[src/rtl/mem_fill_arbiter.sv]
`default_nettype none
// ============================================================================
//  Module   : mem_fill_arbiter
//  Purpose  : Shares one pipelined memory between the I-cache and D-cache miss
//             handlers. Sequences block fills as back-to-back pipelined reads,
//             and D-side single-word write-throughs.
//  Config   : MEM_ARB_RR_EN - when defined, simultaneous requests are granted
//             round-robin. Otherwise D has fixed priority over I.
//  Revision : 1.0 - initial release
// ============================================================================
module mem_fill_arbiter #(
    parameter int ADDR_WIDTH      = 16,
    parameter int WORDS_PER_BLOCK = 8,
    localparam int IDX_W          = $clog2(WORDS_PER_BLOCK),
    localparam int DATA_W         = 16
) (
    input  logic                  clk,
    input  logic                  rst,
    // I-cache side
    input  logic                  i_req,
    input  logic [ADDR_WIDTH-1:0] i_addr,
    output logic                  i_fill_valid,
    output logic [IDX_W-1:0]      i_fill_idx,
    output logic [DATA_W-1:0]     i_fill_data,
    output logic                  i_done,
    // D-cache side
    input  logic                  d_req,
    input  logic                  d_wr,
    input  logic [ADDR_WIDTH-1:0] d_addr,
    input  logic [DATA_W-1:0]     d_wdata,
    output logic                  d_fill_valid,
    output logic [IDX_W-1:0]      d_fill_idx,
    output logic [DATA_W-1:0]     d_fill_data,
    output logic                  d_done,
    // Memory side
    output logic                  mem_en,
    output logic                  mem_wr,
    output logic [ADDR_WIDTH-1:0] mem_addr,
    output logic [DATA_W-1:0]     mem_wdata,
    input  logic [DATA_W-1:0]     mem_rdata,
    input  logic                  mem_rvalid
);

    // Byte-offset bits inside a block, and the halfword-alignment bit.
    localparam logic [ADDR_WIDTH-1:0] OFF_MASK  = ADDR_WIDTH'(2 * WORDS_PER_BLOCK - 1);
    localparam logic [ADDR_WIDTH-1:0] WORD_MASK = ADDR_WIDTH'(1);
    localparam logic [IDX_W-1:0]      LAST_IDX  = IDX_W'(WORDS_PER_BLOCK - 1);

    typedef enum logic [1:0] {
        IDLE     = 2'd0,
        WRITE    = 2'd1,
        RD_ISSUE = 2'd2,
        RD_DRAIN = 2'd3
    } state_t;

    state_t                  r_state;
    logic                    r_owner_d;     // 1 = D side owns the current transaction
    logic [ADDR_WIDTH-1:0]   r_base;        // block-aligned base of the current fill
    logic [IDX_W-1:0]        r_issue_cnt;
    logic [IDX_W-1:0]        r_rcv_cnt;
    logic                    r_mem_en;
    logic                    r_mem_wr;
    logic [ADDR_WIDTH-1:0]   r_mem_addr;
    logic [DATA_W-1:0]       r_mem_wdata;
    logic                    r_wr_done;

    logic                    w_tie_pick_d;
    logic                    w_grant_d;
    logic [ADDR_WIDTH-1:0]   w_sel_addr;
    logic [ADDR_WIDTH-1:0]   w_sel_base;
    logic [IDX_W-1:0]        w_next_issue;
    logic [ADDR_WIDTH-1:0]   w_next_addr;
    logic                    w_rd_busy;
    logic                    w_ret;
    logic                    w_last_ret;

`ifdef MEM_ARB_RR_EN
    logic r_last_d;     // 1 = D was granted most recently

    // Remember which side won the last grant so a tie goes to the other side.
    always_ff @(posedge clk) begin
        if (rst) begin
            r_last_d <= 1'b0;
        end else if (r_state == IDLE && (i_req || d_req)) begin
            r_last_d <= w_grant_d;
        end
    end

    assign w_tie_pick_d = ~r_last_d;
`else
    assign w_tie_pick_d = 1'b1;
`endif

    // Arbitration: a lone request always wins; a tie is resolved by w_tie_pick_d.
    always_comb begin
        w_grant_d = 1'b0;
        if (d_req && i_req) begin
            w_grant_d = w_tie_pick_d;
        end else begin
            w_grant_d = d_req;
        end
    end

    assign w_sel_addr   = w_grant_d ? d_addr : i_addr;
    assign w_sel_base   = w_sel_addr & ~OFF_MASK;
    assign w_next_issue = r_issue_cnt + 1'b1;
    assign w_next_addr  = r_base | {{(ADDR_WIDTH - IDX_W - 1){1'b0}}, w_next_issue, 1'b0};

    // Returns only count while a read is in flight; stray returns are ignored.
    assign w_rd_busy  = (r_state == RD_ISSUE) || (r_state == RD_DRAIN);
    assign w_ret      = w_rd_busy && mem_rvalid;
    assign w_last_ret = w_ret && (r_state == RD_DRAIN) && (r_rcv_cnt == LAST_IDX);

    // Main sequencer: arbitration, write, read issue and drain, with registered memory outputs.
    always_ff @(posedge clk) begin
        if (rst) begin
            r_state     <= IDLE;
            r_owner_d   <= 1'b0;
            r_base      <= '0;
            r_issue_cnt <= '0;
            r_rcv_cnt   <= '0;
            r_mem_en    <= 1'b0;
            r_mem_wr    <= 1'b0;
            r_mem_addr  <= '0;
            r_mem_wdata <= '0;
            r_wr_done   <= 1'b0;
        end else begin
            if (w_ret) begin
                r_rcv_cnt <= r_rcv_cnt + 1'b1;
            end
            case (r_state)
                IDLE: begin
                    if (i_req || d_req) begin
                        r_owner_d   <= w_grant_d;
                        r_base      <= w_sel_base;
                        r_issue_cnt <= '0;
                        r_rcv_cnt   <= '0;
                        r_mem_en    <= 1'b1;
                        if (w_grant_d && d_wr) begin
                            r_state     <= WRITE;
                            r_mem_wr    <= 1'b1;
                            r_mem_addr  <= d_addr & ~WORD_MASK;
                            r_mem_wdata <= d_wdata;
                            r_wr_done   <= 1'b1;
                        end else begin
                            r_state    <= RD_ISSUE;
                            r_mem_wr   <= 1'b0;
                            r_mem_addr <= w_sel_base;
                        end
                    end
                end
                WRITE: begin
                    r_state     <= IDLE;
                    r_mem_en    <= 1'b0;
                    r_mem_wr    <= 1'b0;
                    r_mem_addr  <= '0;
                    r_mem_wdata <= '0;
                    r_wr_done   <= 1'b0;
                end
                RD_ISSUE: begin
                    if (r_issue_cnt == LAST_IDX) begin
                        r_state    <= RD_DRAIN;
                        r_mem_en   <= 1'b0;
                        r_mem_addr <= '0;
                    end else begin
                        r_issue_cnt <= w_next_issue;
                        r_mem_addr  <= w_next_addr;
                    end
                end
                RD_DRAIN: begin
                    if (w_last_ret) begin
                        r_state <= IDLE;
                    end
                end
                default: begin
                    r_state <= IDLE;
                end
            endcase
        end
    end

    assign mem_en    = r_mem_en;
    assign mem_wr    = r_mem_wr;
    assign mem_addr  = r_mem_addr;
    assign mem_wdata = r_mem_wdata;

    // Returned words are forwarded in the same cycle to the owner only.
    assign i_fill_valid = w_ret & ~r_owner_d;
    assign i_fill_idx   = i_fill_valid ? r_rcv_cnt : '0;
    assign i_fill_data  = i_fill_valid ? mem_rdata : '0;
    assign i_done       = w_last_ret & ~r_owner_d;

    assign d_fill_valid = w_ret & r_owner_d;
    assign d_fill_idx   = d_fill_valid ? r_rcv_cnt : '0;
    assign d_fill_data  = d_fill_valid ? mem_rdata : '0;
    assign d_done       = r_wr_done | (w_last_ret & r_owner_d);

endmodule
`default_nettype wire

[config.mk]
export PLATFORM = sky130hd
export DESIGN_NAME = mem_fill_arbiter
export DESIGN_NICKNAME = d
export VERILOG_FILES = /design/src/rtl/mem_fill_arbiter.sv
export SDC_FILE = /design/constraint.sdc
export NUM_CORES = 1
export LEC_CHECK = 0
export CAP_MARGIN = 20
export CORE_MARGIN = 10
export CORE_UTILIZATION = 45
export CTS_BUF_LIST = sky130_fd_sc_hd__clkbuf_4 sky130_fd_sc_hd__clkbuf_8
export DETAILED_ROUTE_END_ITERATION = 8
export PLACE_DENSITY = 0.9
export SLEW_MARGIN = 5
export SYNTH_ARGS = -nofsm -noshare
export SYNTH_HDL_FRONTEND = slang
export SYNTH_SLANG_ARGS = --single-unit
[constraint.sdc]
create_clock -name clk -period 2.3 [get_ports clk]
set_input_delay 0.23 -clock clk [delete_from_list [all_inputs] [get_ports clk]]
set_output_delay 0.23 -clock clk [all_outputs]
set_load 0.01 [all_outputs]
* Word-level counts from Yosys, hierarchy flattened *
Cells that the tools add are included.
W data, S select, Z words.

word-level totals
  register bits after elaboration = 56

cells by class
  add/sub/neg operators = 2
  eq/ne operators = 10
  mux-type cells = 33
  bitwise logic cells = 7
  reductions and logical operators = 18

operators with widths
  operator               number
  $mux W16               8
  $pmux W16 S3           1
  $pmux W16 S2           1
  $mux W3                7
  $or A16 B4 Y16         1
  $reduce_and A3 Y1      4
  $mux W2                4
  $ne A2 B2 Y1 const B   4
  $pmux W2 S4            1
  $mux W1                7
  $add A3 B1 Y3 const B  2
  $eq A3 B3 Y1 const B   2
  $pmux W3 S2            1
  $reduce_and A2 Y1      3
  $logic_and A1 B1 Y1    5
  $and A1 B1 Y1          4
  $eq A2 B2 Y1 const B   2
  $pmux W1 S2            2
  $reduce_bool A2 Y1     2
  $pmux W1 S3            1
  $reduce_bool A3 Y1     1
  $eq A2 B1 Y1 const B   1
  $logic_not A2 Y1       1
  $logic_or A1 B1 Y1     2
  3 further kinds        3

* Logic depth before layout (Yosys ltp) *
  depth after elaboration = 7
  gate-level depth with buffers = 8
  mapped depth without buffers = 5

* Worst setup path before layout *
Ideal clock, no wire load.

  path kind = register to output
  start point = register r_state[1]
  end point = output port i_done
  data arrival time = 1.379 ns
  required time = 2.070 ns
  setup slack = 0.691 ns
  stages on the path, launching flop included = 5
  path buffers = 1
  cell sequence = dfxtp_1 > ha_1 > clkinv_1 > buf_2 > nor3_1

between the ends
  word-level cells in the longest chain between the ends = 6
  elaborated cells on any way between the ends = 7
  classes of those cells = eq/ne (2); bitwise (1); reduce/logical (4)

ends and longest elaborated chain
  element                             line      source
  start: declaration                  56        state_t r_state;
  start signal: assignment            117       r_state <= IDLE;
  start signal: assignment            140       r_state <= WRITE;
  start signal: assignment            146       r_state <= RD_ISSUE;
  $eq A2 B2 Y1 (on tied branches)     110, 112
  $logic_or A1 B1 Y1                  110       assign w_rd_busy = (r_state == RD_ISSUE) || (r_state == RD_DRAIN);
  $logic_and A1 B1 Y1                 111       assign w_ret = w_rd_busy && mem_rvalid;
  $logic_and A1 B1 Y1 * (2 in a row)  112       assign w_last_ret = w_ret && (r_state == RD_DRAIN) && (r_rcv_cnt == LAST_IDX);
  $and A1 B1 Y1 *                     191       assign i_done = w_last_ret & ~r_owner_d;
  end: declaration                    25        output logic i_done,

Every way passes the cells marked *; elsewhere a longest branch is shown, timed or not.

* Worst setup path after layout *
  start point = register r_state[0]
  end point = output port i_fill_data[12]

between the ends
  word-level cells in the longest chain between the ends = 5
  elaborated cells on any way between the ends = 6
  classes of those cells = eq/ne (2); mux (1); bitwise (1); reduce/logical (2)

ends and longest elaborated chain
  element                line  source
  $eq A2 B2 Y1           110
  $logic_or A1 B1 Y1 *   110
  $logic_and A1 B1 Y1 *  111
  $and A1 B1 Y1 *        188   assign i_fill_valid = w_ret & ~r_owner_d;
  $mux W16 *             190   assign i_fill_data = i_fill_valid ? mem_rdata : '0;
  end: declaration       24    output logic [DATA_W-1:0] i_fill_data,

Marked as above.

==> metrics.csv <==
metric,value,unit
maxSlewHeadroom,51.8,%
required,2070,ps
wl_met3,863,microns
p_clk_share,16.4,%
clockBufferDepth,2,
path_class,register to output pin,
ys_warn_count,0,
synth_area_per_cell,9.65,sq um
grt_pass1_wl,14800,microns
ys.flop_type,dfxtp_1,
p_leak,1.95,nW
tritoncts,yes,
die_y,101,microns
fp-row-count,29,
instances_no_fill,512,
wl_met1,3740,microns
antenna_found_initial,0,
min_path_type,primary input to register,
placed_cells,501,
postSynthCellCount,304,
synth_area_leaders,"dfxtp_1 38%, and2_1 8.3%, a211oi_2 6.8%",
p_seq_share,33.9,%
post-route-period-util,97.1,%
worstHoldPathCells,2,
maxCapViolations,0,
grt_max_degree,28,
die_w,101,microns
ir_drop,0.540,mV
clk_pin_slew,100,ps
combPwrFrac,49.7,%
multi_input_area,1630,sq um
synth_cell_types,47,
drcViolationCount,0,
slew_viol_final,0,
hold_viol_final,0,
p_switching,1.50,mW
grtUsageTotal,17.6,%
detail_route.wl_per_cell,19.0,microns
antenna_left,0,
core,6350,sq um
regArea,1110,sq um
die-area,10100,sq um
drive_gt1_share,12.6,%
outcome,completed,
htreeDepth,2,
syn_nets,382,
setup_viol,0,
post-dp-hpwl,7080,microns
syn_to_final_growth,53.6,%
drt_first_pass_iters,4,
hp-start,rst,
period_minus_slack,2230,ps
cp-start-kind,register,
ys_seq_area_share,37.5,%
io_pins,146,
setup_ws,66.3,ps
async_reset_ff_share,0,%
synth-edff-count,0,
drt-total-wl,9730,microns
final_core_util,71.0,%
wl_met2,5000,microns
fin_worst_skew,10.5,ps
dpl_worst_slack,228,ps
grt-ovfl-total,0,
synth_area_leader_cell,dfxtp_1,
p_per_area,902,nW/um^2
r2r_end,mem_addr[7],
worst_r2r_path_depth,5,
cts_setup_buffers,0,
r2r-start,r_state[0],
synth_seq_cells,55,
finalSetupTns,0,ps
synth_top_area_share,37.5,%
nNetsFinal,512,
root_buffer,clkbuf_8,
vias_per_cell,5.59,
cts.sinks,55,
switching_share,37.0,%
fill_cells,467,
worst_slew_pin_slew,723,ps
portBuffers,139,
top_layer,met4,
cts_made_buffers,5,
initialDrtViolationCount,150,
p_int,2.56,mW
worstSkewPairLatency,320,ps
diodes,0,
holdPathEnd,mem_wdata[4],
fmax,0.448,GHz
synth_area,2930,sq um
initial_core_util,46.2,%
dr_total_vias,2861,
hold_buffers,0,
gp_congestion,0.811,
worstSetupEndpointType,output pin,
crit_fanout,10,
grt_pass1_vias,2909,
r2r_slack,220,ps
worstPathArrival,2000,ps
-- Yosys cell counts, types with 2 or more instances --
master	n
a211oi_1	8
a211oi_2	16
a21oi_1	20
a2bb2oi_1	12
a311oi_1	4
a32oi_1	16
and2_1	39
buf_2	6
buf_4	3
buf_6	9
clkbuf_1	9
dfxtp_1	55
ha_1	8
inv_1	4
mux2i_1	15
nand2_1	4
nand2b_1	4
nand3_1	2
nand4b_1	4
nor2_1	33
nor3_1	4
o31ai_1	3
or3b_1	2
-- sequential cells by signal, indices dropped and copies added, names as in the netlist --
register and cells:
mem_wdata 16, r_wr_done 1, mem_addr 15, r_state 2, r_base 12, r_issue_cnt 3
mem_en 1, mem_wr 1, r_owner_d 1, r_rcv_cnt 3
-- critical path, cell delays in order, from the launching register on --
cell and delay (ps):
dfxtp_4 380, inv_2 110, ha_4 170, o21ai_4 80
nor2_4 120, buf_6 140, and2_1 150, clkdlybuf4s50_1 550
-- power groups by stage --
stage | clock [mW] | combinational [mW] | sequential [mW]
detailed placement | 0 | 1.96 | 1.37
CTS | 0.679 | 1.98 | 1.37
global placement | 0 | 1.89 | 1.36
global route | 0.717 | 2.18 | 1.41
finish | 0.668 | 2.02 | 1.38
floorplan | 0 | 1.24 | 1.42
-- area by class of cell --
type | count | share of cell area [%]
Multi-Input combinational cell | 213 | 36.2
Timing Repair Buffer | 153 | 34.1
Sequential cell | 55 | 24.5
Tap cell | 77 | 2.14
Clock buffer | 5 | 1.53
Clock inverter | 3 | 1.05
Inverter | 6 | 0.500
-- placed cells by master (no fill, tap or decap), types with 5 or more instances in the layout --
master           synthesis  final
clkdlybuf4s50_1          0    123
dfxtp_1                 55     53
and2_1                  39     39
nor2_1                  33     31
a21oi_1                 20     20
a211oi_2                16     16
a32oi_1                 16     16
mux2i_1                 15     15
dlymetal6s2s_1           0     13
a2bb2oi_1               12     12
buf_4                    3     10
a211oi_1                 8      8
ha_1                     8      6
clkbuf_8                 0      5
-- worst max path at each step --
stage                            to  cells after the start        from
floorplan                    i_done                      4  r_state[1]
global placement     d_fill_data[4]                      6  mem_rvalid
detailed placement   d_fill_data[4]                      6  mem_rvalid
CTS                  d_fill_data[1]                      7  r_state[0]
global route        i_fill_data[12]                      7  r_state[0]
finish              i_fill_data[12]                      7  r_state[0]
-- timing repair --
action	CTS	global route
cloned	0	3
pin swaps	0	1
resized for setup	10	27
endpoints found under the hold margin	0	0
endpoints found under the setup margin	38	37
-- cells by family (layout without fill, tap and decap cells) --
| family | Yosys count | after routing | share of synthesized area, % |
|---|---|---|---|
| and+or+nand+nor | 99 | 99 | 19.4 |
| muxes | 15 | 15 | 5.12 |
| xor gates and xnor gates | 1 | 1 | 0.299 |
| buffers and inverters | 36 | 167 | 8.53 |
| adders and majority gates | 8 | 8 | 3.41 |
| AOI/OAI and AO/OA | 89 | 89 | 25.5 |
| DFF | 55 | 55 | 37.5 |
| other | 1 | 1 | 0.128 |
-- metal layers --
metal,vias to the layer above,global-route usage [%]
li1,1371,-
met1,1352,20.2
met2,126,30.9
met3,12,5.56
met4,0,4.02
met5,-,0
-- metrics by stage --
step	total power, mW	instance area, sq um	hold slack, ps
6_report	4.07	4510	323
5_1_grt	4.31	4510	335
4_1_cts	4.03	4410	318
3_5_place_dp	3.33	4270	464
3_3_place_gp	3.26	4270	460
2_1_floorplan	2.66	2930	363
(Power assumes the default switching activity.)
